==> config.mk <==
export PLATFORM = sky130hd
export DESIGN_NAME = conv_mac_engine
export DESIGN_NICKNAME = d
export VERILOG_FILES = /design/src/rtl/conv_mac_engine.sv
export SDC_FILE = /design/constraint.sdc
export NUM_CORES = 1
export LEC_CHECK = 0
export ABC_AREA = 0
export BUFFER_PORTS_ARGS = -buffer_cell sky130_fd_sc_hd__buf_4
export CAP_MARGIN = 20
export CORE_UTILIZATION = 57
export CTS_CLUSTER_DIAMETER = 40
export DETAILED_ROUTE_END_ITERATION = 8
export PLACE_DENSITY = 0.87
export SLEW_MARGIN = 40
export SYNTH_ARGS = -nofsm -noshare
export SYNTH_HDL_FRONTEND = slang
export SYNTH_SLANG_ARGS = --single-unit
==> constraint.sdc <==
create_clock -name i_clk -period 9.5 [get_ports i_clk]
set_clock_uncertainty 0.2 [all_clocks]
set_input_delay 2.85 -clock i_clk [delete_from_list [all_inputs] [get_ports i_clk]]
set_output_delay 2.85 -clock i_clk [all_outputs]
set_load 0.02 [all_outputs]
==> src/rtl/conv_mac_engine.sv <==
// conv_mac_engine: streaming multiply-accumulate over one convolution window.
// Each accepted beat adds the sum of NUM_CH pixel*weight products into a wide
// accumulator. After KERNEL_SIZE*KERNEL_SIZE beats the sum is shifted,
// saturated to DATA_WIDTH and held on o_result until downstream accepts it.
module conv_mac_engine #(
    parameter int DATA_WIDTH  = 8,
    parameter int KERNEL_SIZE = 3,
    parameter int NUM_CH      = 2,
    parameter int SHIFT       = 0
) (
    input  logic                         i_clk,
    input  logic                         i_rst,
    input  logic                         i_start,
    input  logic                         i_abort,
    input  logic                         i_valid,
    output logic                         o_ready,
    input  logic [NUM_CH*DATA_WIDTH-1:0] i_pix,
    input  logic [NUM_CH*DATA_WIDTH-1:0] i_kern,
    output logic                         o_valid,
    input  logic                         i_ready,
    output logic [DATA_WIDTH-1:0]        o_result,
    output logic                         o_sat,
    output logic                         o_done,
    output logic                         o_busy
);

    localparam int BEATS = KERNEL_SIZE * KERNEL_SIZE;
    localparam int ACC_W = 2 * DATA_WIDTH + $clog2(NUM_CH * BEATS) + 1;
    localparam int CNT_W = (BEATS > 1) ? $clog2(BEATS) : 1;
    localparam logic [CNT_W-1:0] LAST_BEAT = CNT_W'(BEATS - 1);

    typedef enum logic [1:0] {
        ST_IDLE  = 2'd0,
        ST_ACCUM = 2'd1,
        ST_OUT   = 2'd2
    } state_t;

    state_t                  state_q, state_d;
    logic [ACC_W-1:0]        acc_q, acc_d;
    logic [CNT_W-1:0]        cnt_q, cnt_d;
    logic                    valid_q, valid_d;
    logic [DATA_WIDTH-1:0]   result_q, result_d;
    logic                    sat_q, sat_d;
    logic                    done_q, done_d;

    logic [ACC_W-1:0]        beat_sum;
    logic [ACC_W-1:0]        acc_sum;
    logic [ACC_W-1:0]        shifted;
    logic                    overflow;

    // Full-precision sum of the per-channel products for the current beat.
    always_comb begin
        // NOTE: combinational blocks use blocking '=' so the loop accumulates in order.
        beat_sum = '0;
        for (int c = 0; c < NUM_CH; c++) begin
            beat_sum = beat_sum
                     + ACC_W'(i_pix[c*DATA_WIDTH +: DATA_WIDTH])
                     * ACC_W'(i_kern[c*DATA_WIDTH +: DATA_WIDTH]);
        end
        acc_sum  = acc_q + beat_sum;
        shifted  = acc_sum >> SHIFT;
        overflow = |shifted[ACC_W-1:DATA_WIDTH];
    end

    // Next-state logic: abort first, then the IDLE -> ACCUM -> OUT -> IDLE walk.
    always_comb begin
        // NOTE: every _d gets a default hold value first, so no latch is inferred.
        state_d  = state_q;
        acc_d    = acc_q;
        cnt_d    = cnt_q;
        valid_d  = valid_q;
        result_d = result_q;
        sat_d    = sat_q;
        done_d   = 1'b0;

        if (i_abort) begin
            state_d = ST_IDLE;
            acc_d   = '0;
            cnt_d   = '0;
            valid_d = 1'b0;
        end else begin
            case (state_q)
                ST_IDLE: begin
                    if (i_start) begin
                        state_d = ST_ACCUM;
                        acc_d   = '0;
                        cnt_d   = '0;
                    end
                end
                ST_ACCUM: begin
                    if (i_valid) begin
                        if (cnt_q == LAST_BEAT) begin
                            // Final beat: capture the saturated result from the sum including it.
                            state_d  = ST_OUT;
                            acc_d    = acc_sum;
                            cnt_d    = '0;
                            valid_d  = 1'b1;
                            result_d = overflow ? {DATA_WIDTH{1'b1}} : shifted[DATA_WIDTH-1:0];
                            sat_d    = overflow;
                        end else begin
                            acc_d = acc_sum;
                            cnt_d = cnt_q + 1'b1;
                        end
                    end
                end
                ST_OUT: begin
                    if (i_ready) begin
                        state_d = ST_IDLE;
                        valid_d = 1'b0;
                        done_d  = 1'b1;
                    end
                end
                default: begin
                    state_d = ST_IDLE;
                    valid_d = 1'b0;
                end
            endcase
        end
    end

    // State and output registers with asynchronous active-high reset.
    always_ff @(posedge i_clk or posedge i_rst) begin
        // NOTE: registers take non-blocking '<=' so all flops update from pre-edge values.
        if (i_rst) begin
            state_q  <= ST_IDLE;
            acc_q    <= '0;
            cnt_q    <= '0;
            valid_q  <= 1'b0;
            result_q <= '0;
            sat_q    <= 1'b0;
            done_q   <= 1'b0;
        end else begin
            state_q  <= state_d;
            acc_q    <= acc_d;
            cnt_q    <= cnt_d;
            valid_q  <= valid_d;
            result_q <= result_d;
            sat_q    <= sat_d;
            done_q   <= done_d;
        end
    end

    assign o_ready  = (state_q == ST_ACCUM);
    assign o_busy   = (state_q != ST_IDLE);
    assign o_valid  = valid_q;
    assign o_result = result_q;
    assign o_sat    = sat_q;
    assign o_done   = done_q;

endmodule

* Word-level counts from Yosys, hierarchy flattened *
Index checks and enable logic that the tools add are counted.

word-level totals
  flip-flop bits (word level) = 39
  output and inout port bits = 13
  word-level logic and storage cells = 53

cells by class
  $add $sub $neg = 3
  multipliers = 2
  equality and inequality tests = 8
  mux-type cells = 24
  bitwise logic cells = 1
  reduce and logical (&&, ||, !) cells = 8

operators by type and width
  cell                   number
  $mux W22               3
  $pmux W22 S2           1
  $mul A8 B8 Y16         2
  $add A22 B17 Y22       1
  $add A16 B16 Y17       1
  $mux W4                4
  $reduce_or A14 Y1      1
  $reduce_and A4 Y1      3
  $mux W2                5
  $ne A3 B3 Y1 const B   3
  $mux W8                1
  $pmux W4 S2            1
  $mux W1                7
  $pmux W2 S3            1
  $add A4 B1 Y4 const B  1
  $eq A4 B4 Y1 const B   1
  $ne A3 B2 Y1 const B   1
  $pmux W1 S3            1
  $reduce_and A3 Y1      1
  $reduce_bool A3 Y1     1
  $eq A2 B1 Y1 const B   1
  $eq A2 B2 Y1 const B   1
  $logic_not A2 Y1       1
  $ne A2 B2 Y1 const B   1
  other kinds (2)        2

* Longest topological paths before layout *
Gate-level depths: netlist (run 1).

  depth after elaboration = 6
  gate-level depth with buffers = 22
  depth with buffers taken out = 21

* Worst setup path before layout (run 1) *
Ideal clock, no wire load.

  path type = input -> register
  from = input port i_pix[4]
  to = register result_q[0] (netlist: o_result[0])
  library setup time = 161 ps
  arrival time = 8269 ps
  slack = 870 ps
  stages = 20
  buffers on the path = 1
  path through = and2_1 -> fa_1 -> inv_1 -> fa_1 -> fa_1 -> inv_1 -> fa_1 -> fa_1 -> inv_1 -> fa_1 -> inv_1 -> ha_1 -> buf_6 -> nand4_4 -> nor4_1 -> a311oi_2 -> xnor2_1 -> or4b_4 -> nor4_4 -> a31oi_1

on the way
  longest elaborated chain between the ends = 5

RTL lines
  item                  RTL line  text
  from (decl)           17        input logic [NUM_CH*DATA_WIDTH-1:0] i_pix,
  $mul A8 B8 Y16        58        * ACC_W'(i_kern[c*DATA_WIDTH +: DATA_WIDTH]);
  $add A16 B16 Y17      57        + ACC_W'(i_pix[c*DATA_WIDTH +: DATA_WIDTH])
  $add A22 B17 Y22      60        acc_sum = acc_q + beat_sum;
  $reduce_or A14 Y1     62        overflow = |shifted[ACC_W-1:DATA_WIDTH];
  $mux W8               98        result_d = overflow ? {DATA_WIDTH{1'b1}} : shifted[DATA_WIDTH-1:0];
  to (signal assigned)  137       result_q <= result_d;
  to (decl)             42        logic [DATA_WIDTH-1:0] result_q, result_d;

Every way passes these cells.
A chain may end at the register's enable or synchronous reset.

* Worst setup path after layout (run 1) *
  from = input port i_pix[5]
  to = register result_q[0] (netlist: o_result[0])

Same word-level chain as after synthesis.

==> flow_summary.json, run 1 <==
{
  "run_status": "completed",
  "die_area_mm2": 0.0127,
  "gp_congestion": 0.958,
  "pre_cts_slack_ns": 0.207,
  "startpoint_type": "primary input",
  "gr-usage-all-layers": 0.265,
  "remaining_drc_errors": 0,
  "vias": 5297,
  "hpwlAfterDp_um": 12800,
  "die_h_um": 113,
  "fin_crit_ns": 9.14,
  "overflow": 0,
  "grt_start_max_net_pins": 40,
  "cts-buffers-inserted": 5,
  "cts_resized": 0,
  "synth_top_area_cell": "fa_1",
  "yosysTopAreaCellShare": 0.322,
  "synth.most_common_cell": "inv_1",
  "path_cells": "buf_4 -> and2_1 -> fa_1 -> inv_1 -> fa_1 -> fa_1 -> inv_1 -> fa_1 -> fa_1 -> inv_1 -> fa_1 -> inv_1 -> ha_1 -> nand4_4 -> nor4_1 -> a311oi_2 -> xnor2_1 -> or4b_4 -> nor4_4 -> a31oi_1",
  "yosys_warnings": 0,
  "max_stage_delay_ns": 0.57,
  "hp-class": "flop to flop",
  "placedCellCount": 936,
  "clock_sinks": 39,
  "critPathMostFrequentCell": "fa_1",
  "cts.path.max_buffers": 2,
  "synth-edff-count": 0,
  "drtIter0Drc": 369,
  "yosysUniqueCellTypes": 60,
  "first_pass_iters": 4,
  "path_max_fanout": 9,
  "initial_core_util": 0.597,
  "synth.top_cells.by_area": "fa_1 (32%), dfrtp_1 (14%), ha_1 (14%)",
  "syn_area_mm2": 0.00696,
  "maxSlewHeadroom": 0.518,
  "htreeDepth": 2,
  "maxCapViolCount": 0,
  "core_mm2": 0.0117,
  "fp-row-count": 39,
  "wirelength_um": 15000,
  "setup_viol": 0,
  "end_kind": "flop",
  "syn-num-nets": 980,
  "syn_avg_cell_area_um2": 9.23,
  "vias_per_cell": 5.61,
  "post_cts_buffers": 0,
  "synthFlopType": "dfrtp_1",
  "finish.utilization": 0.656,
  "syn-instance-count": 754,
  "grt_pass1_wl_um": 26900,
  "critPathKind": "primary input to flop",
  "worstMarginPinSlew_ns": 0.719,
  "final_max_slew_viol_count": 0,
  "crit_required_ns": 9.42,
  "port_buffers": 50,
  "ant_nets": 0,
  "arrival_ns": 9.06,
  "nets": 1026,
  "antenna_found_initial": 0,
  "final_cells": 944,
  "die_w_um": 113,
  "drive_gt1_frac": 0.101,
  "synthArstFlopShare": 1.00,
  "num_io_pins": 51,
  "crit_path_top_delay_cell": "fa_1",
  "nFillCells": 906,
  "rsz0062_at_grt": "no",
  "postSynthRegisterBits": 39,
  "min_period_over_period": 0.962,
  "ys_top_cells_by_count": "inv_1 (160), fa_1 (112), and2_1 (88)",
  "cts_tree": "done",
  "root_buffer": "clkbuf_16",
  "wl_per_cell_um": 15.9,
  "cts_hold_buffers": 0,
  "grt_pass1_vias": 5690,
  "worst_slack_ns": 0.361,
  "fmax_ghz": 0.109,
  "tns_ns": 0,
  "clk_pin_slew_ns": 0.06,
  "ys_seq_area_frac": 0.140,
  "antennaDiodeCount": 0,
  "clock_latency_ns": 0.29,
  "area_growth_pct": 9.85,
  "hold_violations": 0
}
## placed cells by master (no fill, tap or decap), types with 18 or more instances in the layout
| cell type | instances |
|---|---|
| inv_1 | 160 |
| a21oi_1 | 18 |
| o21ai_0 | 22 |
| ha_1 | 76 |
| nand2_1 | 78 |
| and2_1 | 88 |
| nor2_1 | 19 |
| dfrtp_1 | 39 |
| buf_4 | 52 |
| fa_1 | 112 |
## worst paths after layout
check | cells after the start | slack [ns] | startpoint | end
hold / removal | 2 | 0.28 | acc_q[6] | acc_q[6]
setup reg to reg | 16 | 3.90 | acc_q[7] | o_result[0]
min in group asynchronous | 3 | 2.49 | i_rst | cnt_q[3]
max in group asynchronous | 3 | 6.27 | i_rst | acc_q[16]
hold reg to reg | 2 | 0.28 | acc_q[6] | acc_q[6]
setup / recovery | 20 | 0.36 | i_pix[5] | o_result[0]
## layout make-up
cell class / instances / area (µm²) / share of cell area
clock buffer: 5 / 125 / 0.0164
clock inverter: 3 / 46.3 / 0.00605
inverter: 160 / 601 / 0.0785
multi-input combinational: 542 / 5330 / 0.697
sequential: 39 / 976 / 0.128
tap: 143 / 179 / 0.0234
timing repair buffer: 52 / 390 / 0.0511
## registers in the layout, summed over array words and instances (netlist names)
| name | count |
|---|---|
| o_valid | 1 |
| o_result | 8 |
| acc_q | 22 |
| cnt_q | 4 |
| o_done | 1 |
| state_q | 2 |
| o_sat | 1 |
## logic make-up (layout without fill, tap and decap cells)
family | count (synthesis) | after routing | share of synthesized area
fa+ha+maj | 188 | 188 | 0.459
buf+inv | 173 | 220 | 0.0956
mux | 2 | 2 | 0.00324
flops | 39 | 39 | 0.140
compound gates | 112 | 112 | 0.110
xor+xnor | 9 | 9 | 0.0113
simple gates | 231 | 231 | 0.180
## through the flow
stage | area [µm²] | hold WS (ns)
after floorplan | 6960 | 0.249
after global placement | 7460 | 0.265
after detailed placement | 7470 | 0.272
after CTS | 7640 | 0.287
after global routing | 7650 | 0.308
final | 7650 | 0.281
## per-layer routing
metal,share of wire,routed length [µm],up-vias,GRT usage
met1,0.42,6280,2637,0.347
met4,0.023,339,0,0.0684
li1,-,-,2499,-
met2,0.52,7840,126,0.473
met3,0.037,554,35,0.0254
met5,0,0,-,0
## critical path, delay by kind of cell
family          cells  cell delay (ns)
buf+inv             5             0.37
fa+ha+maj           7             3.47
compound gates      2             0.31
simple gates        5             1.86
xor+xnor            1             0.18
Power of run 1 is not shown: default switching activity piles up to over one toggle a cycle in this logic, so the estimate is an artifact.
==> run 2, diff against run 1 <==
PLACE_DENSITY = not set   (was 0.87)
PLACE_DENSITY_LB_ADDON = 0.1   (was not set)
==> run 2 against run 1 <==
Via count is 1.0% lower. Sequential share of layout area is essentially flat. Hold slack got worse by 0.0012 ns. Die area stayed put. Critical endpoint is now o_result[2]. Highest routed layer unchanged.
==> flow_summary.json, run 2 (same netlist as run 1, synthesis figures left out) <==
{
  "run_status": "completed",
  "maxCapViolCount": 0,
  "htreeDepth": 2,
  "maxSlewHeadroom": 0.641,
  "tns_ns": 0,
  "largest_register_ffs": 22,
  "nets": 1027,
  "cts_resized": 0,
  "nFillCells": 996,
  "initial_core_util": 0.597,
  "grt_pass1_vias": 5797,
  "worstMarginPinSlew_ns": 0.534,
  "die_h_um": 113,
  "vias_per_cell": 5.55,
  "wirelength_um": 15400,
  "setup_viol": 0,
  "cts_tree": "done",
  "cts.path.max_buffers": 2,
  "grt_start_max_net_pins": 40,
  "fp-row-count": 39,
  "min_period_over_period": 0.950,
  "clock_latency_ns": 0.29,
  "arrival_ns": 8.97,
  "final_max_slew_viol_count": 0,
  "rsz0062_at_grt": "no",
  "wl_per_cell_um": 16.3,
  "overflow": 0,
  "cts-buffers-inserted": 5,
  "hold_violations": 0,
  "grt_pass1_wl_um": 27400,
  "fin_crit_ns": 9.02,
  "crit_required_ns": 9.45,
  "hpwlAfterDp_um": 13300,
  "antennaDiodeCount": 0,
  "gp_congestion": 0.938,
  "clk_pin_slew_ns": 0.06,
  "die_w_um": 113,
  "gr-usage-all-layers": 0.273,
  "ant_nets": 0,
  "regArea_um2": 976,
  "hp-class": "flop to flop",
  "layout_commonest_cell": "inv_1",
  "drive_gt1_frac": 0.0998,
  "layout_common_cells": "inv_1 (160), fa_1 (112), and2_1 (88)",
  "num_io_pins": 51,
  "die_area_mm2": 0.0127,
  "startpoint_type": "primary input",
  "antenna_found_initial": 0,
  "end_kind": "flop",
  "first_pass_iters": 5,
  "regMostFlops": "acc_q",
  "critPathKind": "primary input to flop",
  "path_max_fanout": 11,
  "drtIter0Drc": 238,
  "core_mm2": 0.0117,
  "area_growth_pct": 9.62,
  "post_cts_buffers": 0,
  "vias": 5244,
  "remaining_drc_errors": 0,
  "multi_input_area_mm2": 0.00532,
  "port_buffers": 50,
  "cts_hold_buffers": 0,
  "clock_sinks": 39,
  "fmax_ghz": 0.111,
  "root_buffer": "clkbuf_16"
}
[run 2: critical path, stage by stage]
cell and delay (ns):
buf_4 0.14, and2_1 0.17, fa_1 0.54, inv_1 0.05
fa_1 0.46, fa_1 0.51, inv_1 0.06, fa_1 0.51
fa_1 0.52, inv_1 0.05, fa_1 0.48, inv_1 0.04
ha_1 0.50, nand4_4 0.14, nor4_1 0.44, a311oi_2 0.12
xnor2_1 0.19, or4b_4 0.51, nor4_4 0.53, a31oi_1 0.16
[run 2: worst paths after layout]
kind / start / end / slack (ns) / cells past startpoint
max: i_pix[4] / o_result[2] / 0.48 / 20
min: acc_q[11] / acc_q[11] / 0.28 / 2
max reg2reg: acc_q[7] / o_result[2] / 4.03 / 16
min reg2reg: acc_q[11] / acc_q[11] / 0.28 / 2
max in group asynchronous: i_rst / acc_q[21] / 6.26 / 3
min in group asynchronous: i_rst / cnt_q[2] / 2.49 / 3
[run 2: through the flow]
step | worst slack [ns] | instance area [µm²] | hold slack [ns] | util | std cells
floorplan | 0.870 | 6960 | 0.249 | - | 754
global placement | 0.380 | 7470 | 0.265 | 0.641 | 937
detailed placement | 0.177 | 7470 | 0.272 | 0.641 | 937
CTS | 0.460 | 7630 | 0.286 | 0.654 | 945
global route | 0.204 | 7630 | 0.308 | 0.654 | 945
finish | 0.478 | 7630 | 0.280 | 0.654 | 945
[run 2: final cells by class]
type | instances | area share
Clock buffer | 6 | 0.0182
Clock inverter | 2 | 0.00213
Inverter | 160 | 0.0787
Multi-Input combinational cell | 542 | 0.697
Sequential cell | 39 | 0.128
Tap cell | 143 | 0.0235
Timing Repair Buffer | 53 | 0.0521
[run 2: per-layer routing]
layer,track usage,wire (µm),up-vias,part of all wire
met5,0,0,-,0
met4,0.0836,274,0,0.018
met3,0.0194,450,23,0.029
met2,0.501,8050,109,0.52
met1,0.345,6610,2622,0.43
li1,-,-,2490,-
Power of run 2 is left out for the same reason.
==> run 3, diff against run 2 <==
CTS_BUF_LIST = sky130_fd_sc_hd__clkbuf_8   (was not set)
==> run 3 against run 2 <==
Global-route usage barely moved. Critical path depth did not move. Hold slack improved by 0.0056 ns. Via count rose by 0.57%. Wire length rose by 0.32%. Die area did not move. Fmax barely moved. Highest routed layer unchanged. Register-to-register slack got worse by 0.02 ns. Largest cell class unchanged. Sequential share of layout area rose by 0.095 points. Flip-flop and latch count did not move.
==> flow_summary.json, run 3 (same netlist as run 1, synthesis figures left out) <==
{
  "clock_sinks": 39,
  "maxCapViolCount": 0,
  "post_cts_buffers": 0,
  "startpoint_type": "primary input",
  "gp_congestion": 0.938,
  "final_max_slew_viol_count": 0,
  "vias": 5274,
  "critPathLaunch": "i_pix[4]",
  "tns_ns": 0,
  "layout_common_cells": "inv_1 (160), fa_1 (112), and2_1 (88)",
  "ant_nets": 0,
  "grt_pass1_vias": 5793,
  "cts_tree": "done",
  "end_kind": "flop",
  "nets": 1027,
  "grt_pass1_wl_um": 27400,
  "cts_hold_buffers": 0,
  "path_max_fanout": 11,
  "wirelength_um": 15400,
  "cts-buffers-inserted": 5,
  "first_pass_iters": 4,
  "die_w_um": 113,
  "arrival_ns": 8.99,
  "crit_required_ns": 9.47,
  "r2r_start": "acc_q[7]",
  "min_period_over_period": 0.949,
  "area_growth_pct": 8.81,
  "wl_per_cell_um": 16.3,
  "core_mm2": 0.0117,
  "regMostFlops": "acc_q",
  "remaining_drc_errors": 0,
  "initial_core_util": 0.597,
  "min_from": "acc_q[11]",
  "hold_violations": 0,
  "num_io_pins": 51,
  "hpwlAfterDp_um": 13300,
  "critPathMostFrequentCell": "fa_1",
  "cts.path.max_buffers": 2,
  "hp-class": "flop to flop",
  "cts_resized": 0,
  "die_h_um": 113,
  "root_buffer": "clkbuf_8",
  "gr-usage-all-layers": 0.273,
  "layout_commonest_cell": "inv_1",
  "maxSlewHeadroom": 0.627,
  "fp-row-count": 39,
  "die_area_mm2": 0.0127,
  "vias_per_cell": 5.58,
  "fin_crit_ns": 9.02,
  "critPathKind": "primary input to flop",
  "drtIter0Drc": 238,
  "antennaDiodeCount": 0,
  "run_status": "completed",
  "clock_latency_ns": 0.31,
  "antenna_found_initial": 0,
  "drive_gt1_frac": 0.0998,
  "port_buffers": 50,
  "setup_viol": 0,
  "rsz0062_at_grt": "no",
  "max_stage_delay_ns": 0.54,
  "fmax_ghz": 0.111,
  "largest_register_ffs": 22,
  "path_cells": "buf_4 -> and2_1 -> fa_1 -> inv_1 -> fa_1 -> fa_1 -> inv_1 -> fa_1 -> fa_1 -> inv_1 -> fa_1 -> inv_1 -> ha_1 -> nand4_4 -> nor4_1 -> a311oi_2 -> xnor2_1 -> or4b_4 -> nor4_4 -> a31oi_1",
  "clk_pin_slew_ns": 0.09,
  "overflow": 0,
  "worstMarginPinSlew_ns": 0.557,
  "crit_path_top_delay_cell": "fa_1",
  "grt_start_max_net_pins": 40,
  "htreeDepth": 2
}
run 3: worst paths after layout:
path	cells past startpoint	slack, ns	endpoint
worst min-delay path	2	0.29	acc_q[11]
min in group asynchronous	3	2.46	cnt_q[2]
max in group asynchronous	3	6.29	acc_q[21]
worst max register to register	16	4.01	o_result[2]
worst min register to register	2	0.29	acc_q[11]
worst max-delay path	20	0.48	o_result[2]
run 3: layer usage:
metal / routed length, µm / global-route usage / vias to the layer above
met1: 6720 / 0.346 / 2623
met3: 458 / 0.0194 / 25
met5: 0 / 0 / -
met2: 7960 / 0.500 / 131
li1: - / - / 2495
met4: 297 / 0.0827 / 0
run 3: area by class of cell:
class,count,area (µm²)
Multi-Input combinational cell,542,5320
Fill cell,1004,4090
Sequential cell,39,976
Inverter,160,601
Timing Repair Buffer,53,398
Tap cell,143,179
Clock buffer,6,82.6
Clock inverter,2,16.3
run 3: per-stage QoR:
step | hold WS [ns] | cells | area, µm² | setup slack (ns) | utilization
after global placement | 0.265 | 937 | 7470 | 0.380 | 0.641
after floorplan | 0.249 | 754 | 6960 | 0.870 | -
after global routing | 0.314 | 945 | 7570 | 0.219 | 0.649
final | 0.286 | 945 | 7570 | 0.484 | 0.649
after CTS | 0.292 | 945 | 7570 | 0.481 | 0.649
after detailed placement | 0.272 | 937 | 7470 | 0.177 | 0.641
run 3: worst max-delay path, delay by kind of cell:
family	cells	cell delay, ns
AND/OR/NAND/NOR	5	1.79
adder cells (fa/ha/maj)	7	3.52
AO/OA/AOI/OAI	2	0.28
buffers and inverters	5	0.34
XOR/XNOR	1	0.19
Power of run 3 is left out for the same reason.
